**src/rtl/recip_seq_divider_if.sv**
```systemverilog
// Request/result bundle for recip_seq_divider; the master drives operands, the slave returns results.
interface recip_seq_divider_if #(
  parameter int WIDTH = 24
);
  // Handshake: i_start is a request taken at a clock edge only while o_busy is low
  // (i_data/i_abs sampled on that same edge); o_done pulses for exactly one cycle
  // with o_data/o_sat valid, and o_data/o_sat then hold until the next result.
  logic             i_start;
  logic [WIDTH-1:0] i_data;
  logic             i_abs;
  logic             o_busy;
  logic             o_done;
  logic [WIDTH-1:0] o_data;
  logic             o_sat;

  modport master (
    output i_start, i_data, i_abs,
    input  o_busy, o_done, o_data, o_sat
  );

  modport slave (
    input  i_start, i_data, i_abs,
    output o_busy, o_done, o_data, o_sat
  );
endinterface

```
**src/rtl/recip_seq_divider.sv**
```systemverilog
// Sequential signed fixed-point reciprocal: restoring division of 2^(2*FRAC) by |x|, one bit per clock.
// Optional round-to-nearest is enabled by defining RECIP_ROUND_EN.
module recip_seq_divider #(
  parameter int WIDTH = 24,
  parameter int FRAC  = 12
) (
  input  logic                clk,
  input  logic                reset,
  recip_seq_divider_if.slave  bus,
  output logic [1:0]          state_dbg
);
  localparam int QW    = 2*FRAC + 1;
  localparam int CNT_W = $clog2(QW + 1);
  localparam int CW    = (QW + 1 > WIDTH + 1) ? QW + 1 : WIDTH + 1;

  typedef enum logic [1:0] {IDLE = 2'd0, DIV = 2'd1, FIX = 2'd2} state_t;

  state_t           state, state_nxt;
  logic [WIDTH-1:0] divisor, divisor_nxt;
  logic [WIDTH:0]   rem, rem_nxt;
  logic [QW-1:0]    quo, quo_nxt;
  logic [CNT_W-1:0] cnt, cnt_nxt;
  logic             neg, neg_nxt;
  logic             busy_q, busy_nxt;
  logic             done_q, done_nxt;
  logic [WIDTH-1:0] data_q, data_nxt;
  logic             sat_q, sat_nxt;

  logic [WIDTH+1:0] rem_sh;
  logic             fits;
  logic [CW-1:0]    q_mag;
  logic [CW-1:0]    pos_lim;
  logic [CW-1:0]    neg_lim;
  logic [WIDTH-1:0] q_trunc;

  // The dividend 2^(2*FRAC) has a single 1 at its MSB, so only the first iteration shifts in a 1.
  assign rem_sh  = {rem, (cnt == '0)};
  assign fits    = rem_sh >= {2'b00, divisor};
  assign pos_lim = CW'({1'b0, {(WIDTH-1){1'b1}}});
  assign neg_lim = CW'({1'b1, {(WIDTH-1){1'b0}}});

`ifdef RECIP_ROUND_EN
  logic round_up;
  assign round_up = {rem, 1'b0} >= {2'b00, divisor};
  assign q_mag    = CW'(quo) + CW'(round_up);
`else
  assign q_mag    = CW'(quo);
`endif
  assign q_trunc = q_mag[WIDTH-1:0];

  always_comb begin
    state_nxt   = state;
    divisor_nxt = divisor;
    rem_nxt     = rem;
    quo_nxt     = quo;
    cnt_nxt     = cnt;
    neg_nxt     = neg;
    busy_nxt    = busy_q;
    done_nxt    = 1'b0;
    data_nxt    = data_q;
    sat_nxt     = sat_q;
    case (state)
      IDLE: begin
        if (bus.i_start) begin
          divisor_nxt = bus.i_data[WIDTH-1] ? -bus.i_data : bus.i_data;
          neg_nxt     = bus.i_data[WIDTH-1] & ~bus.i_abs;
          rem_nxt     = '0;
          quo_nxt     = '0;
          cnt_nxt     = '0;
          busy_nxt    = 1'b1;
          state_nxt   = DIV;
        end
      end
      DIV: begin
        rem_nxt = fits ? (WIDTH+1)'(rem_sh - {2'b00, divisor}) : rem_sh[WIDTH:0];
        quo_nxt = {quo[QW-2:0], fits};
        cnt_nxt = cnt + 1'b1;
        if (cnt == CNT_W'(QW - 1)) state_nxt = FIX;
      end
      FIX: begin
        done_nxt  = 1'b1;
        busy_nxt  = 1'b0;
        state_nxt = IDLE;
        if (divisor == '0) begin
          data_nxt = {1'b0, {(WIDTH-1){1'b1}}};
          sat_nxt  = 1'b1;
        end else if (!neg) begin
          sat_nxt  = q_mag > pos_lim;
          data_nxt = sat_nxt ? {1'b0, {(WIDTH-1){1'b1}}} : q_trunc;
        end else begin
          // Magnitude 2^(WIDTH-1) is still representable as the most negative value.
          sat_nxt  = q_mag > neg_lim;
          data_nxt = sat_nxt ? {1'b1, {(WIDTH-1){1'b0}}} : -q_trunc;
        end
      end
      default: state_nxt = IDLE;
    endcase
  end

  always_ff @(posedge clk) begin
    if (reset) begin
      state   <= IDLE;
      divisor <= '0;
      rem     <= '0;
      quo     <= '0;
      cnt     <= '0;
      neg     <= 1'b0;
      busy_q  <= 1'b0;
      done_q  <= 1'b0;
      data_q  <= '0;
      sat_q   <= 1'b0;
    end else begin
      state   <= state_nxt;
      divisor <= divisor_nxt;
      rem     <= rem_nxt;
      quo     <= quo_nxt;
      cnt     <= cnt_nxt;
      neg     <= neg_nxt;
      busy_q  <= busy_nxt;
      done_q  <= done_nxt;
      data_q  <= data_nxt;
      sat_q   <= sat_nxt;
    end
  end

  assign bus.o_busy = busy_q;
  assign bus.o_done = done_q;
  assign bus.o_data = data_q;
  assign bus.o_sat  = sat_q;
  assign state_dbg  = state;
endmodule
```
**src/flat_wrapper.sv**
```systemverilog
// flat-port wrapper written by rule: the top's interface ports become plain ports
module recip_seq_divider_flat 
#(
  parameter int WIDTH = 24,
  parameter int FRAC  = 12
)
  (clk, reset, state_dbg, bus_i_start, bus_i_data, bus_i_abs, bus_o_busy, bus_o_done, bus_o_data, bus_o_sat);
  recip_seq_divider_if #(.WIDTH(WIDTH)) bus_i ();
  input  logic clk;
  input  logic reset;
  output logic [1:0] state_dbg;
  input wire logic [$bits(bus_i.i_start)-1:0] bus_i_start;
  input wire logic [$bits(bus_i.i_data)-1:0] bus_i_data;
  input wire logic [$bits(bus_i.i_abs)-1:0] bus_i_abs;
  output wire logic [$bits(bus_i.o_busy)-1:0] bus_o_busy;
  output wire logic [$bits(bus_i.o_done)-1:0] bus_o_done;
  output wire logic [$bits(bus_i.o_data)-1:0] bus_o_data;
  output wire logic [$bits(bus_i.o_sat)-1:0] bus_o_sat;
  assign bus_i.i_start = bus_i_start;
  assign bus_i.i_data = bus_i_data;
  assign bus_i.i_abs = bus_i_abs;
  assign bus_o_busy = bus_i.o_busy;
  assign bus_o_done = bus_i.o_done;
  assign bus_o_data = bus_i.o_data;
  assign bus_o_sat = bus_i.o_sat;
  recip_seq_divider #(.WIDTH(WIDTH), .FRAC(FRAC)) u_core (.clk(clk), .reset(reset), .bus(bus_i), .state_dbg(state_dbg));
endmodule
```
**config.mk**
```make
export PLATFORM = sky130hd
export DESIGN_NAME = recip_seq_divider_flat
export DESIGN_NICKNAME = d
export VERILOG_FILES = /design/src/rtl/recip_seq_divider_if.sv /design/src/rtl/recip_seq_divider.sv /design/src/flat_wrapper.sv
export SDC_FILE = /design/constraint.sdc
export NUM_CORES = 1
export LEC_CHECK = 0
export CELL_PAD_IN_SITES_DETAIL_PLACEMENT = 1
export CELL_PAD_IN_SITES_GLOBAL_PLACEMENT = 2
export CORE_UTILIZATION = 35
export DETAILED_ROUTE_END_ITERATION = 16
export PLACE_DENSITY_LB_ADDON = 0.2
export SYNTH_ARGS = -nofsm -noshare
export SYNTH_HDL_FRONTEND = slang
export SYNTH_SLANG_ARGS = --single-unit
```
**constraint.sdc**
```tcl
create_clock -name clk -period 4.94 [get_ports clk]
set_input_delay 0.988 -clock clk [delete_from_list [all_inputs] [get_ports clk]]
set_output_delay 0.988 -clock clk [all_outputs]
set_load 0.01 [all_outputs]
```
* After elaboration in Yosys (flattened, before gate mapping)
Index checks and enable logic that the tools add are counted.
Storage, ports and cells: register bits after elaboration 109, input port bits 28
Cells by class: add/subtract/negate cells 4, magnitude comparators 3, equal/unequal tests 5, mux-type cells 19, bitwise gates (word level) 2, reduce and logical (&&, ||, !) cells 9
Operator list (number):
- $mux W24 | 5
- $pmux W25 S2 | 2
- $mux W25 | 2
- $neg A24 Y24 | 2
- $ge A26 B24 Y1 | 1
- $gt A25 B23 Y1 const B | 1
- $gt A25 B24 Y1 const B | 1
- $sub A25 B24 Y25 | 1
- $logic_not A24 Y1 | 1
- $pmux W5 S2 | 1
- $reduce_and A2 Y1 | 4
- $add A5 B1 Y5 const B | 1
- $eq A5 B5 Y1 const B | 1
- $logic_not A5 Y1 | 1
- $mux W5 | 1
- $mux W1 | 4
- $mux W2 | 2
- $pmux W2 S2 | 1
- $reduce_bool A2 Y1 | 2
- $eq A2 B1 Y1 const B | 1
- $eq A2 B2 Y1 const B | 1
- $logic_not A2 Y1 | 1
- $ne A2 B1 Y1 const B | 1
- $ne A2 B2 Y1 const B | 1
- 3 further kinds | 3

* Depth between registers and ports, before layout
word-level depth 4, mapped depth 14, gate-level depth less buffers 13

* Least setup slack after synthesis
No wires, ideal clock.
path kind flip-flop to flip-flop, start register u_core.cnt[0], end register u_core.rem[20], arrival time 3.679 ns, data required time 4.823 ns, setup slack 1.144 ns, cell stages (with the launch flop) 15, buffers on the path 1, clock period less this slack 3.796 ns, path through dfxtp_1 > inv_1 > ha_1 > or4b_2 > ha_1 > fa_1 > nor2b_1 > o21bai_1 > a32oi_1 > o21bai_1 > nand2_1 > a221o_1 > buf_1 > o21ai_0 > a32o_1
Between the ends: cells in the longest elaborated chain, start to end 4
Ends and longest elaborated chain:
- start: declaration | line recip_seq_divider.sv:22 | logic [CNT_W-1:0] cnt, cnt_nxt;
- start signal: assignment | line recip_seq_divider.sv:117 | cnt <= cnt_nxt;
- $logic_not A5 Y1 * | line recip_seq_divider.sv:37 | assign rem_sh = {rem, (cnt == '0)};
- $sub A25 B24 Y25 or $ge A26 B24 Y1 (tied branches) | line recip_seq_divider.sv:75, recip_seq_divider.sv:38
- $mux W25 * | line recip_seq_divider.sv:75 | rem_nxt = fits ? (WIDTH+1)'(rem_sh - {2'b00, divisor}) : rem_sh[WIDTH:0];
- $pmux W25 S2 * | line recip_seq_divider.sv:62 | case (state)
- end signal: assignment | line recip_seq_divider.sv:115 | rem <= rem_nxt;
- end: declaration | line recip_seq_divider.sv:20 | logic [WIDTH:0] rem, rem_nxt;
Mark *: on every way between the ends. The rest lies on a longest branch, timed or not. A chain may end at the register's enable or synchronous reset.

* Final worst setup path
start register u_core.cnt[0], end register u_core.rem[14]
The elaborated chain is that of the path after synthesis.

==> flow_metrics.env <==
export IMPL_drive_gt1_share_pct=4.77
export IMPL_fin_skew_ns=0.00927
export IMPL_portBuffers=56
export IMPL_ctsHoldBuffers=0
export IMPL_ys_warn_count=0
export IMPL_fp_dieW_um=138
export IMPL_h_tree_depth=3
export IMPL_core_area_um2=18000
export IMPL_post_cts_resized=0
export IMPL_gr_total_overflow=0
export IMPL_fin_tns_setup_ns=0
export IMPL_setup_viol=0
export IMPL_detail_route_wl_per_cell_um=18.1
export IMPL_clk_pin_slew_ns=0.07
export IMPL_p_total_w=0.00354
export IMPL_tritoncts="built"
export IMPL_worstMarginPinSlew_ns=0.998
export IMPL_viasPerCell=5.60
export IMPL_die_area_um2=19000
export IMPL_rsz0062_at_grt="no"
export IMPL_drv_slew=0
export IMPL_root_buffer="clkbuf_16"
export IMPL_synth_cells=808
export IMPL_holdWs_ns=0.464
export IMPL_crit_required_ns=5.14
export IMPL_initial_core_util_pct=35.9
export IMPL_async_flop_share_pct=0
export IMPL_cts_sinks=109
export IMPL_cap_violations=0
export IMPL_ys_flop_type="dfxtp_1"
export IMPL_postRouteAntennaNets=0
export IMPL_status="complete, no violations"
export IMPL_syn_avg_cell_area_um2=8.01
export IMPL_drtIter0Drc=298
export IMPL_synth_edff_count=0
export IMPL_dp_hpwl_um=14300
export IMPL_synth_seq_cells=109
export IMPL_ys_types=65
export IMPL_antenna_found_initial=0
export IMPL_cts_setup_buffers=0
export IMPL_hold_violations=0
export IMPL_irDropWorstVdd_uv=218
export IMPL_nets=891
export IMPL_yosysSeqAreaShare_pct=33.7
export IMPL_vias=5970
export IMPL_drc_errors=0
export IMPL_critical_path_class="flop to flop"
export IMPL_syn_area_um2=6470
export IMPL_first_pass_iters=4
export IMPL_slew_headroom_pct=33.5
export IMPL_startpoint_type="flop"
export IMPL_gp_congestion=0.826
export IMPL_rows=49
export IMPL_area_growth_pct=16.4
export IMPL_die_height_um=138
export IMPL_p_per_area_nw_per_um2=470
export IMPL_track_usage_pct=20.8
export IMPL_min_period_ns=4.26
export IMPL_cts_buffer_depth=2
export IMPL_grt_max_degree=53
export IMPL_grt_pass1_wl_um=30900
export IMPL_insertion_delay_ns=0.36
export IMPL_num_antenna_cells=0
export IMPL_first_global_vias=5942
export IMPL_placed_area_um2=7180
export IMPL_path_max_fanout=15
export IMPL_cp_arrival_ns=4.46
export IMPL_end_kind="flop"
export IMPL_min_period_over_period_pct=86.3
export IMPL_syn_nets=866
export IMPL_finalInstanceArea_um2=7530
export IMPL_final_core_util_pct=41.8
export IMPL_fmax_mhz=234
export IMPL_wl_um=19300
export IMPL_power_leakage_nw=2.83
export IMPL_pin_count=57
export IMPL_numCtsBuffers=9
export IMPL_worstHoldPathType="flop to flop"
flip-flops by register name, summed over array words and instances, names as in the netlist, 2 cells and up:
register,count
u_core.divisor,24
u_core.rem,25
u_core.bus.o_data,24
u_core.cnt,5
u_core.state_dbg,2
u_core.quo,25
layout make-up:
type	instances	area, um^2
clock buffers	11	243
flip-flops and latches	109	2180
clock inverters	5	106
fillers	2170	10500
inverters	42	158
multi-input cells	608	3950
well taps	229	287
repair buffers	63	608
worst max-delay path, cell delays in order, from the launching register on:
cell	delay, ns
dfxtp_1	0.35
inv_1	0.07
ha_1	0.15
or4b_2	0.63
ha_1	0.24
fa_1	0.41
nor2b_1	0.18
o21bai_1	0.10
a32oi_1	0.48
o21bai_1	0.20
nand2_1	0.22
a221o_1	0.39
buf_4	0.38
mux2i_1	0.23
o21ai_0	0.09
worst paths after layout:
check	start	end	slack [ns]	depth (start not counted)
worst max register to register	u_core.cnt[0]	u_core.rem[14]	0.68	14
worst min-delay path	u_core.bus.o_busy	u_core.bus.o_busy	0.46	2
worst min register to register	u_core.bus.o_busy	u_core.bus.o_busy	0.46	2
worst max-delay path	u_core.cnt[0]	u_core.rem[14]	0.68	14
per-layer routing:
metal  GRT usage (%)  routed length, um  up-vias
li1                -                  -     2965
met1            25.5               8550     2896
met2            36.7               9810       87
met3            3.80                521       22
met4            6.52                389        0
met5               0                  0        -
cell usage after synthesis (4+ instances only):
cell	count	area share, %
nor4_1	12	1.2
nor3b_1	7	0.81
buf_1	5	0.29
nand3b_1	4	0.46
nor3_1	19	1.5
clkbuf_1	42	2.4
nor2b_1	6	0.58
a32oi_1	4	0.54
a311oi_1	8	1.1
dfxtp_1	109	34
or4_1	4	0.46
nand2_1	77	4.5
and3_1	8	0.77
nand4_1	8	0.77
nand2b_1	9	0.87
a211oi_1	36	4.2
a21o_1	11	1.3
a22o_1	23	3.1
o21bai_1	5	0.58
xor2_1	23	3.1
o31ai_1	7	0.81
o21ai_0	59	4.6
inv_1	42	2.4
nand3_1	16	1.2
a31oi_1	6	0.58
ha_1	29	5.6
nor2_1	77	4.5
mux2i_1	21	3.2
or3_1	11	1.1
xnor2_1	21	2.8
a21oi_1	49	3.8
cell usage in the layout, fill, tap and decap left out, types with 3 or more instances in the layout:
master / netlist / final
nor3b_1: 7 / 7
or3_1: 11 / 11
nand2_1: 77 / 77
a32oi_1: 4 / 4
o21bai_1: 5 / 5
nor2b_1: 6 / 5
mux2i_1: 21 / 21
o22ai_1: 3 / 3
nor4_1: 12 / 12
and3_1: 8 / 8
a22o_1: 23 / 23
buf_4: 0 / 7
nand3b_1: 4 / 4
nand4_1: 8 / 8
or2_2: 3 / 3
xnor2_1: 21 / 21
nor3_1: 19 / 19
a311oi_1: 8 / 8
a31oi_1: 6 / 6
bufinv_16: 0 / 3
nor2_1: 77 / 76
o31ai_1: 7 / 7
or4_1: 4 / 4
ha_1: 29 / 29
dfxtp_1: 109 / 109
a21o_1: 11 / 11
nand3_1: 16 / 16
xor2_1: 23 / 23
nand2b_1: 9 / 9
a21oi_1: 49 / 49
a211oi_1: 36 / 36
o21a_1: 3 / 3
clkbuf_16: 0 / 9
o21ai_0: 59 / 59
clkdlybuf4s50_1: 0 / 55
and2_1: 3 / 3
inv_1: 42 / 42
o41ai_1: 3 / 3
kinds of logic after synthesis:
family / count (synthesis) / share of synthesized area (%)
compound gates: 234 / 24.2
xor+xnor: 44 / 5.96
fa+ha+maj: 30 / 5.92
buf+inv: 91 / 5.42
flops: 109 / 33.7
mux: 22 / 3.42
simple gates: 278 / 21.4
metrics by stage:
step | std cells | setup WS (ns)
after floorplan | 808 | 1.14
after global placement | 1051 | 0.888
after detailed placement | 1051 | 0.690
after CTS | 1067 | 0.670
after global routing | 1067 | 0.362
final | 1067 | 0.675
report_power, final:
group / leakage [nW] / internal (W) / switching (W)
clock network: 0.172 / 0.000513 / 0.000338
logic: 1.77 / 0.000720 / 0.000943
registers: 0.885 / 0.000952 / 0.0000727
Note: power is estimated with default switching activity, not from simulation.
